<file path="config.mk">
export PLATFORM = sky130hd
export DESIGN_NAME = rx_mac_filter
export DESIGN_NICKNAME = d
export VERILOG_FILES = /design/src/rtl/rx_mac_filter.sv
export SDC_FILE = /design/constraint.sdc
export NUM_CORES = 1
export LEC_CHECK = 0
export CAP_MARGIN = 20
export CELL_PAD_IN_SITES_DETAIL_PLACEMENT = 0
export CELL_PAD_IN_SITES_GLOBAL_PLACEMENT = 1
export CORE_AREA = 2 2 152 154
export DETAILED_ROUTE_END_ITERATION = 10
export DIE_AREA = 0 0 154 156
export PLACE_DENSITY = 0.79
export REMOVE_ABC_BUFFERS = 1
export SLEW_MARGIN = 20
export SYNTH_ARGS = -nofsm -noshare
export SYNTH_HDL_FRONTEND = slang
export SYNTH_SLANG_ARGS = --single-unit
</file>
<file path="constraint.sdc">
create_clock -name clk156 -period 2.7 [get_ports clk156]
set_clock_uncertainty 0.05 [all_clocks]
set_input_delay 0.81 -clock clk156 [delete_from_list [all_inputs] [get_ports clk156]]
set_output_delay 0.81 -clock clk156 [all_outputs]
set_load 0.02 [all_outputs]
</file>
<file path="src/rtl/rx_mac_filter.sv">
// RX destination-MAC filter: forwards accepted frames through a one-beat output register, discards the rest.
// Latency 1 cycle; input stalls only on a full, undrained output register, never while discarding.
module rx_mac_filter #(
  parameter int CNT_WIDTH    = 32,
  parameter bit ACCEPT_BCAST = 1'b1
) (
  input  logic                 clk156,
  input  logic                 aresetn,
  input  logic [47:0]          my_mac,
  input  logic                 promisc_en,
  input  logic                 mcast_en,
  input  logic [63:0]          s_axis_tdata,
  input  logic [7:0]           s_axis_tkeep,
  input  logic                 s_axis_tlast,
  input  logic                 s_axis_tvalid,
  output logic                 s_axis_tready,
  output logic [63:0]          m_axis_tdata,
  output logic [7:0]           m_axis_tkeep,
  output logic                 m_axis_tlast,
  output logic                 m_axis_tvalid,
  input  logic                 m_axis_tready,
  output logic [CNT_WIDTH-1:0] pass_count,
  output logic [CNT_WIDTH-1:0] drop_count
);

  typedef enum logic [1:0] {IDLE = 2'd0, PASS = 2'd1, DROP = 2'd2} state_t;

  state_t      state, state_nxt;
  logic [47:0] dmac;
  logic        runt, accept, fire, load, inc_pass, inc_drop;

  // Byte 0 on the wire is the most significant MAC byte.
  assign dmac = {s_axis_tdata[7:0],   s_axis_tdata[15:8],  s_axis_tdata[23:16],
                 s_axis_tdata[31:24], s_axis_tdata[39:32], s_axis_tdata[47:40]};

  assign runt   = s_axis_tlast && (s_axis_tkeep[5:0] != 6'h3f);
  assign accept = !runt && (promisc_en ||
                            (dmac == my_mac) ||
                            (ACCEPT_BCAST && (dmac == 48'hffff_ffff_ffff)) ||
                            (mcast_en && s_axis_tdata[0]));

  assign s_axis_tready = (state == DROP) ? 1'b1 : (~m_axis_tvalid | m_axis_tready);
  assign fire          = s_axis_tvalid & s_axis_tready;

  always_comb begin
    state_nxt = state;
    load      = 1'b0;
    inc_pass  = 1'b0;
    inc_drop  = 1'b0;
    case (state)
      IDLE: begin
        if (fire) begin
          if (accept) begin
            load     = 1'b1;
            inc_pass = 1'b1;
            if (!s_axis_tlast) state_nxt = PASS;
          end else begin
            inc_drop = 1'b1;
            if (!s_axis_tlast) state_nxt = DROP;
          end
        end
      end
      PASS: begin
        if (fire) begin
          load = 1'b1;
          if (s_axis_tlast) state_nxt = IDLE;
        end
      end
      DROP: begin
        if (fire && s_axis_tlast) state_nxt = IDLE;
      end
      default: state_nxt = IDLE;
    endcase
  end

  always_ff @(posedge clk156 or negedge aresetn) begin
    if (!aresetn) begin
      state <= IDLE;
    end else begin
      state <= state_nxt;
    end
  end

  // A load wins over a drain, so back-to-back beats keep tvalid high.
  always_ff @(posedge clk156 or negedge aresetn) begin
    if (!aresetn) begin
      m_axis_tvalid <= 1'b0;
      m_axis_tdata  <= '0;
      m_axis_tkeep  <= '0;
      m_axis_tlast  <= 1'b0;
    end else if (load) begin
      m_axis_tvalid <= 1'b1;
      m_axis_tdata  <= s_axis_tdata;
      m_axis_tkeep  <= s_axis_tkeep;
      m_axis_tlast  <= s_axis_tlast;
    end else if (m_axis_tready) begin
      m_axis_tvalid <= 1'b0;
    end
  end

  always_ff @(posedge clk156 or negedge aresetn) begin
    if (!aresetn) begin
      pass_count <= '0;
      drop_count <= '0;
    end else begin
      if (inc_pass) pass_count <= pass_count + CNT_WIDTH'(1);
      if (inc_drop) drop_count <= drop_count + CNT_WIDTH'(1);
    end
  end

endmodule

</file>
==> results.yml, run 1 <==
status:
  status: "completed"
power_and_ir_drop:
  power_density_nw_per_um2: 818
  power_frac_comb_pct: 41.1
  internal_power_mw: 5.91
  p_leak_nw: 4.90
  p_sw_mw: 3.20
  peakVddDrop_mv: 0.544
  p_clk_share_pct: 24.3
  seqPwrFrac_pct: 34.7
  switching_share_pct: 35.1
sta:
  slew_headroom_pct: 54.0
  setup_viol: 0
  post-route-min-period_ns: 2.61
  hold_violations: 0
  fmax_mhz: 383
  fin_crit_sh_pct: 96.6
  worst_pin_slew_ns: 0.688
  drv_slew: 0
synthesis:
  syn_area_per_cell_um2: 12.2
  synth_warnings: 0
  synthTopCellsByArea: "dfrtp_1 (53%), mux2_1 (10%), xor2_1 (8.4%)"
  netlist_instances: 537
  synth_top_area_share_pct: 53.3
  synthDistinctLibCells: 37
  yosysSeqAreaShare_pct: 53.3
  ys_seq_elements: 140
  syn-cell-area_um2: 6570
  synth_top_area_cell: "dfrtp_1"
critical_path:
  worstPathArrival_ns: 2.85
  cp.required_ns: 2.94
  cp-startpoint: "s_axis_tdata[46]"
  worstSetupPathType: "in -> reg"
  r2r-start: "pass_count[4]$_DFFE_PN0P_"
  rr_worst_depth: 7
  critPathMaxFanout: 5
  cp-start-kind: "input port"
  end_kind: "flip-flop"
final_layout:
  fill_cells: 2014
  final_layout_size_suffix_gt1_share_pct: 25.5
  final_nets: 1002
  final_cell_mix: "clkdlybuf4s50_1 (167), dfrtp_1 (140), xor2_1 (53)"
  fin_area_um2: 11100
  final_common_cell: "clkdlybuf4s50_1"
  synthToLayoutAreaGrowth_pct: 69.5
  n_antenna_cell: 0
  finalNonFillerCells: 1171
clocking:
  cts-root-buf: "clkbuf_16"
  cts.sinks: 140
  cts_hold_buf: 0
  path_clk_slew_ns: 0.07
  cts_made_buffers: 17
  cts_buffer_depth: 2
  worstSkewPairLatency_ns: 0.42
  cts_max_level: 4
  cts_tree: "done"
place:
  placed_cell_area_um2: 9960
  dp.cells: 1120
  gp_congestion: 0.880
  io_buffer_count: 265
  hpwl_um: 15900
global_route:
  globalRouteTotalUtil_pct: 18.9
  grt_max_degree: 46
  antenna_found_initial: 0
  grt_first_pass_wirelength_um: 34800
  grt_overflow: 0
  grt_pass1_vias: 5800
detailed_routing:
  drt-wirelength-per-cell_um: 19.2
  drtPass1Iterations: 4
  drt-initial-drc-count: 262
  vias: 5579
  ant_nets: 0
  viasPerCell: 4.76
  routed_wl_um: 22500
  drc_errors: 0
floorplanning:
  die_h_um: 156
  fp.dieArea_um2: 24000
  dieWidth_um: 154
  core-area_um2: 22400
  start_util_pct: 29.4
  ios: 266
  rows: 55
worst_hold_path:
  hold_class: "in -> async"
run:
  maxCapViolations: 0
final timing paths:
path | end | slack [ns]
min reg2reg | drop_count[31]$_DFFE_PN0P_ | 0.41
max | m_axis_tdata[8]$_DFFE_PN0P_ | 0.09
max in group asynchronous | pass_count[8]$_DFFE_PN0P_ | 1.73
min in group clk156 | drop_count[31]$_DFFE_PN0P_ | 0.41
max reg2reg | pass_count[30]$_DFFE_PN0P_ | 0.36
min | m_axis_tdata[56]$_DFFE_PN0P_ | 0.26
synthesized netlist by cell type, drive strengths merged:
cell type    n
a21o         1
a21oi        1
a311oi       1
a31o         1
a31oi        2
and2         8
and3        18
and4         9
buf         14
clkbuf       7
dfrtp      140
ha           2
inv          3
mux2        75
nand2       19
nand2b       2
nand3       20
nand3b       1
nand4       46
nand4b       1
nor2        11
nor2b        1
nor3        13
nor3b        1
nor4        23
nor4b        2
o21a         1
o21ai        3
o31ai        1
xnor2       47
xor2        63
power by group through the flow:
stage,logic [mW],clock network [mW],registers (mW)
after floorplan,0.759,0,3.94
after global placement,3.53,0,3.16
after detailed placement,3.55,0,3.19
after CTS,3.75,2.27,3.16
after global routing,3.94,2.36,3.24
final,3.74,2.21,3.16
state kept, by name, summed over array words and instances (netlist names):
signal	count
m_axis_tdata	64
m_axis_tvalid	1
pass_count	32
state	2
m_axis_tkeep	8
drop_count	32
m_axis_tlast	1
layer usage:
metal  track usage, %  wire, µm  vias to the layer above
met5                0         0                        -
li1                 -         -                     2615
met2             30.8     10900                      143
met3             4.33       982                       26
met1             25.4     10300                     2795
met4             5.03       404                        0
kinds of logic (layout without fill, tap and decap cells):
logic type                 Yosys count  after routing  share of synthesized area [%]
AOI/OAI and AO/OA                   11             11                           1.18
xor gates and xnor gates           110            110                           14.7
adders and majority gates            2              2                          0.381
buffers and inverters               24            373                           2.26
DFF                                140            140                           53.3
muxes                               75             75                           12.8
and+or+nand+nor                    175            175                           15.4
critical path: stages:
cell and delay [ns]:
dlygate4sd2_1 0.28, nand4_1 0.12, nor4_2 0.34, buf_4 0.18
a31oi_4 0.09, nor2_2 0.13, a31o_4 0.13, o21ai_4 0.07
buf_6 0.14, buf_6 0.12, buf_16 0.13, mux2_4 0.29
cell type report:
type                    count  area (µm²)  share of cell area (%)
flip-flops and latches    140        3500                    31.4
multi-input cells         373        3440                    30.9
repair buffers            338        3280                    29.5
clock buffers              20         457                    4.10
well taps                 285         357                    3.20
clock inverters            12        88.8                   0.797
inverters                   3        11.3                   0.101
what timing repair did:
| item | 4_1_cts | 5_1_grt |
|---|---|---|
| cloned | 8 | 1 |
| pin swaps | 30 | 48 |
| gates resized for setup | 195 | 132 |
| endpoints found under the setup margin | 141 | 137 |
| setup buffers | 14 | 0 |
| hold endpoints to repair | 0 | 0 |
stage by stage:
stage | hold WS (ns) | power, mW | setup WS (ns) | setup TNS (ns) | util (%)
after CTS | 0.275 | 9.18 | -0.0171 | -0.0172 | 49.8
after floorplan | 0.433 | 4.70 | -3.11 | -225.71 | -
final | 0.262 | 9.11 | 0.0909 | 0 | 49.8
after global routing | 0.285 | 9.54 | -0.00928 | -0.0268 | 49.8
after global placement | 0.411 | 6.69 | -0.780 | -103.26 | 44.5
after detailed placement | 0.409 | 6.74 | -0.747 | -97.33 | 44.5
No activity file was read; power rests on OpenSTA's default activity.
==> inputs of run 2 (changes only) <==
--- a/config.mk
+++ b/config.mk
@@ -10,5 +10,5 @@
 export CELL_PAD_IN_SITES_GLOBAL_PLACEMENT = 1
-export CORE_AREA = 2 2 152 154
+export CORE_AREA = 4 4 154 156
 export DETAILED_ROUTE_END_ITERATION = 10
-export DIE_AREA = 0 0 154 156
+export DIE_AREA = 0 0 158 160
 export PLACE_DENSITY = 0.79
==> constraint.sdc (replaced) <==
create_clock -name clk156 -period 2.7 [get_ports clk156]
set_clock_uncertainty 0.05 [all_clocks]
set_input_delay 0.405 -clock clk156 [delete_from_list [all_inputs] [get_ports clk156]]
set_output_delay 0.405 -clock clk156 [all_outputs]
set_load 0.02 [all_outputs]
==> run 2 against run 1 <==
Die area increased by 5.2%. Critical endpoint is now m_axis_tdata[37]$_DFFE_PN0P_. Critical path type unchanged. Fmax increased by 4.9%. Combinational power decreased by 6.1%. Global-route usage decreased by 2.2 points. Sequential power about the same. Largest power group unchanged. Power decreased by 0.53%. Via count decreased by 3.5%. Highest routed layer unchanged. Largest cell class unchanged. Sequential share of layout area increased by 1.8 points.
==> results.yml, run 2 (synthesized netlist as in run 1, its figures left out) <==
global_route:
  grt.met1_usage_pct: 22.3
  grt_util_met2_pct: 26.9
  grt_max_degree: 141
  grt_overflow: 0
  grt.met3_usage_pct: 3.60
  globalRouteTotalUtil_pct: 16.7
  grt_first_pass_wirelength_um: 32700
  antenna_found_initial: 0
  grt_pass1_vias: 5625
  grt_busiest_layer: "met2"
place:
  hpwl_um: 16100
  gp_congestion: 0.803
  placed_cell_area_um2: 9910
  io_buffer_count: 265
floorplanning:
  rows: 55
  core-area_um2: 22400
  die_h_um: 160
  fp.dieArea_um2: 25300
  dieWidth_um: 158
  ios: 266
  start_util_pct: 29.4
final_layout:
  final_common_cell: "clkdlybuf4s50_1"
  max_flop_register: "m_axis_tdata"
  n_antenna_cell: 0
  fin_util_pct: 47.1
  final_cell_mix: "clkdlybuf4s50_1 (264), dfrtp_1 (140), xor2_1 (63)"
  final_layout_size_suffix_gt1_share_pct: 12.1
  final_nets: 979
  reg.largest.list: "m_axis_tdata: 64 flops, drop_count: 32 flops, pass_count: 32 flops"
  fin_area_um2: 10500
  synthToLayoutAreaGrowth_pct: 60.2
  largest_reg_flops: 64
sta:
  fin_crit_sh_pct: 92.2
  setup_viol: 0
  drv_slew: 0
  hold_violations: 0
  post-route-min-period_ns: 2.49
  holdWs_ns: 0.00909
  rsz0062_at_grt: "false"
  setup_tns_ns: 0
  slew_headroom_pct: 48.2
  worst_pin_slew_ns: 0.776
  fmax_mhz: 402
critical_path:
  cp.required_ns: 2.94
  crit_slowest_cell: "clkdlybuf4s50_1"
  crit_top_cell: "buf_4"
  cp-start-kind: "input port"
  slowest_delay_ns: 0.46
  critPathMaxFanout: 11
  worstPathArrival_ns: 2.73
  end_kind: "flip-flop"
  worstPathCellList: "clkdlybuf4s50_1, xor2_1, nor4_1, buf_4, nand4_1, nor2_1, a31o_2, o21ai_4, buf_4, mux2_1"
  worstSetupPathType: "in -> reg"
clocking:
  path_clk_slew_ns: 0.07
  cts_hold_buf: 0
  cts_buffer_depth: 2
  cts_made_buffers: 17
  cts_max_level: 4
  worstSkewPairLatency_ns: 0.42
  cts-root-buf: "clkbuf_16"
  cts.sinks: 140
  cts_tree: "done"
detailed_routing:
  drt-wirelength-per-cell_um: 18.2
  drtPass1Iterations: 4
  vias: 5386
  drt-initial-drc-count: 280
  viasPerCell: 4.69
  routed_wl_um: 20900
  ant_nets: 0
  drc_errors: 0
power_and_ir_drop:
  peakVddDrop_mv: 0.531
  p_leak_nw: 4.44
  power.total_mw: 9.06
  power_density_nw_per_um2: 861
status:
  status: "completed"
worst_hold_path:
  hold_class: "in -> async"
run:
  maxCapViolations: 0
run 2: cell type report:
cell class                      count  area [µm²]
Inverter                            3        11.3
Clock buffer                       19         453
Tap cell                          285         357
Sequential cell                   140        3500
Timing Repair Buffer              315        3100
Clock inverter                     13         156
Fill cell                        2079       11800
Multi-Input combinational cell    373        2950
run 2: timing repair:
| action | in CTS | in global routing |
|---|---|---|
| gates resized for setup | 0 | 1 |
| buffers inserted | 0 | 0 |
| setup endpoints to repair | 0 | 56 |
run 2: path summary, 6_finish.rpt:
kind / from / to / slack, ns / depth (start not counted)
min in group clk156: drop_count[31]$_DFFE_PN0P_ / drop_count[31]$_DFFE_PN0P_ / 0.42 / 1
max in group asynchronous: aresetn / pass_count[5]$_DFFE_PN0P_ / 1.99 / 2
hold / removal: aresetn / m_axis_tdata[38]$_DFFE_PN0P_ / 0.009 / 2
setup / recovery: s_axis_tdata[3] / m_axis_tdata[37]$_DFFE_PN0P_ / 0.21 / 10
hold reg to reg: drop_count[31]$_DFFE_PN0P_ / drop_count[31]$_DFFE_PN0P_ / 0.42 / 1
setup reg to reg: pass_count[3]$_DFFE_PN0P_ / pass_count[30]$_DFFE_PN0P_ / 0.48 / 7
run 2: power by group:
part	internal [mW]	switching, mW	total, mW
logic	1.80	1.71	3.51
clock network	1.43	0.975	2.41
registers	2.74	0.410	3.15
total	5.97	3.10	9.06
run 2: per-layer routing:
metal / vias up / part of all wire, %
met5: - / 0
met4: 0 / 1.8
met3: 23 / 4.4
met2: 144 / 49
met1: 2652 / 44
li1: 2567 / -
run 2: per-stage QoR:
step | cells | setup WS (ns)
after global routing | 1148 | 0.00500
after CTS | 1148 | 0.0964
final | 1148 | 0.212
after detailed placement | 1116 | -0.348
after floorplan | 516 | -2.70
after global placement | 1116 | -0.341
run 2: critical path: cells and delay by family:
kind,cells,cell delay (ns)
xor+xnor,1,0.16
buf+inv,3,0.86
simple gates,3,0.67
compound gates,2,0.30
mux,1,0.33
==> inputs of run 3 (changes only) <==
CORE_AREA = 4 4 147 149   (was 4 4 154 156)
CTS_CLUSTER_DIAMETER = 40   (was default)
DIE_AREA = 0 0 151 153   (was 0 0 158 160)
PLACE_DENSITY = 0.85   (was 0.79)
==> run 3 against run 2 <==
Routed wire length grew 0.42%. Largest power group unchanged. Combinational power about the same. Power grew 2.5%. Sequential share of layout area down 0.31 points.
==> results.yml, run 3 (synthesized netlist as in run 1, its figures left out) <==
sta:
  finalWorstSetupSlack_ns: 0.120
  rsz0062_at_grt: "false"
  fin_crit_sh_pct: 95.6
  slew_headroom_pct: 59.0
  holdWs_ns: 0.418
  drv_slew: 0
  worst_pin_slew_ns: 0.615
  fmax_mhz: 388
  hold_violations: 0
  setup_viol: 0
  post-route-min-period_ns: 2.58
place:
  gp_congestion: 0.833
  dp.cells: 1104
  pre_cts_ws_ns: -0.375
  io_buffer_count: 265
  hpwl_um: 16200
  placed_cell_area_um2: 9940
critical_path:
  r2r_slack_ns: 0.46
  worstSetupPathType: "in -> reg"
  cp-start-kind: "input port"
  rr_worst_depth: 7
  worstPathArrival_ns: 2.83
  r2r-start: "pass_count[3]$_DFFE_PN0P_"
  critPathMaxFanout: 14
  cp.required_ns: 2.95
  end_kind: "flip-flop"
  r2r-end: "pass_count[30]$_DFFE_PN0P_"
detailed_routing:
  drt-initial-drc-count: 243
  drc_errors: 0
  drt-wirelength-per-cell_um: 18.5
  routed_wl_um: 21000
  vias: 5389
  drtPass1Iterations: 4
  viasPerCell: 4.74
  ant_nets: 0
floorplanning:
  dieWidth_um: 151
  fp.dieArea_um2: 23100
  rows: 52
  core-area_um2: 20200
  ios: 266
  start_util_pct: 32.6
  die_h_um: 153
worst_hold_path:
  hp-start: "drop_count[31]$_DFFE_PN0P_"
  hold_depth: 1
  worstHoldEndpoint: "drop_count[31]$_DFFE_PN0P_"
  hold_class: "reg -> reg"
power_and_ir_drop:
  p_leak_nw: 4.49
  power_density_nw_per_um2: 875
  power.total_mw: 9.29
  peakVddDrop_mv: 0.569
final_layout:
  max_flop_register: "m_axis_tdata"
  finalNonFillerCells: 1136
  reg.largest.list: "m_axis_tdata: 64 flops, drop_count: 32 flops, pass_count: 32 flops"
  fin_area_um2: 10600
  final_cell_mix: "clkdlybuf4s50_1 (264), dfrtp_1 (140), xor2_1 (62)"
  final_layout_size_suffix_gt1_share_pct: 12.5
  fill_cells: 1750
  n_antenna_cell: 0
  final_nets: 983
  synthToLayoutAreaGrowth_pct: 61.7
  largest_reg_flops: 64
  final_common_cell: "clkdlybuf4s50_1"
global_route:
  grt_max_degree: 61
  grt_first_pass_wirelength_um: 32200
  antenna_found_initial: 0
  grt_pass1_vias: 5504
  globalRouteTotalUtil_pct: 18.1
  grt_overflow: 0
clocking:
  cts.sinks: 140
  path_clk_slew_ns: 0.06
  cts_max_level: 4
  cts_tree: "done"
  cts_setup_buffers: 0
  worstSkewPairLatency_ns: 0.42
  cts_made_buffers: 17
  cts_buffer_depth: 2
  cts-root-buf: "clkbuf_16"
status:
  status: "completed"
run:
  maxCapViolations: 0
## run 3: metrics by stage
| step | util (%) | setup TNS, ns |
|---|---|---|
| after floorplan | - | -192.57 |
| after global placement | 49.3 | -39.34 |
| after detailed placement | 49.3 | -38.49 |
| after CTS | 52.6 | 0 |
| after global routing | 52.7 | 0 |
| final | 52.7 | 0 |
## run 3: area by class of cell
| class | instances | area, µm² | share of cell area [%] |
|---|---|---|---|
| Sequential cell | 140 | 3500 | 33.0 |
| Timing Repair Buffer | 319 | 3160 | 29.8 |
| Multi-Input combinational cell | 373 | 2960 | 27.8 |
| Clock buffer | 18 | 439 | 4.13 |
| Tap cell | 270 | 338 | 3.18 |
| Clock inverter | 13 | 215 | 2.02 |
| Inverter | 3 | 11.3 | 0.106 |
## run 3: how the worst max path moves through the flow
stage | startpoint | cells past startpoint | to
finish | s_axis_tdata[33] | 10 | m_axis_tkeep[0]$_DFFE_PN0P_
global placement | s_axis_tdata[35] | 9 | m_axis_tkeep[0]$_DFFE_PN0P_
floorplan | s_axis_tdata[28] | 7 | m_axis_tdata[17]$_DFFE_PN0P_
detailed placement | s_axis_tdata[35] | 9 | m_axis_tkeep[0]$_DFFE_PN0P_
global route | s_axis_tdata[0] | 10 | m_axis_tdata[58]$_DFFE_PN0P_
CTS | s_axis_tdata[35] | 9 | m_axis_tkeep[0]$_DFFE_PN0P_
## run 3: repair_timing
action | 4_1_cts | 5_1_grt
hold endpoints to repair | 57 | 0
hold buffers | 1 | 0
endpoints found under the setup margin | 0 | 34
gates resized for setup | 0 | 3
## run 3: power by group
| part | total (mW) | internal (mW) | switching [mW] |
|---|---|---|---|
| Sequential | 3.14 | 2.74 | 0.400 |
| Clock | 2.62 | 1.67 | 0.947 |
| Combinational | 3.54 | 1.81 | 1.73 |
## run 3: layer usage
metal / routed length, µm / global-route usage, % / vias up
met4: 371 / 5.35 / 0
met3: 1070 / 4.09 / 20
met5: 0 / 0 / -
met1: 9180 / 24.2 / 2633
met2: 10400 / 29.4 / 155
li1: - / - / 2581
## run 3: worst max-delay path: stages
cell and delay [ns]:
clkdlybuf4s50_1 0.52, xor2_1 0.30, nor4_1 0.12, buf_4 0.15, nand4_1 0.12, nor2_1 0.05, a31o_2 0.28, o21ai_4 0.25
buf_4 0.29, mux2_1 0.34
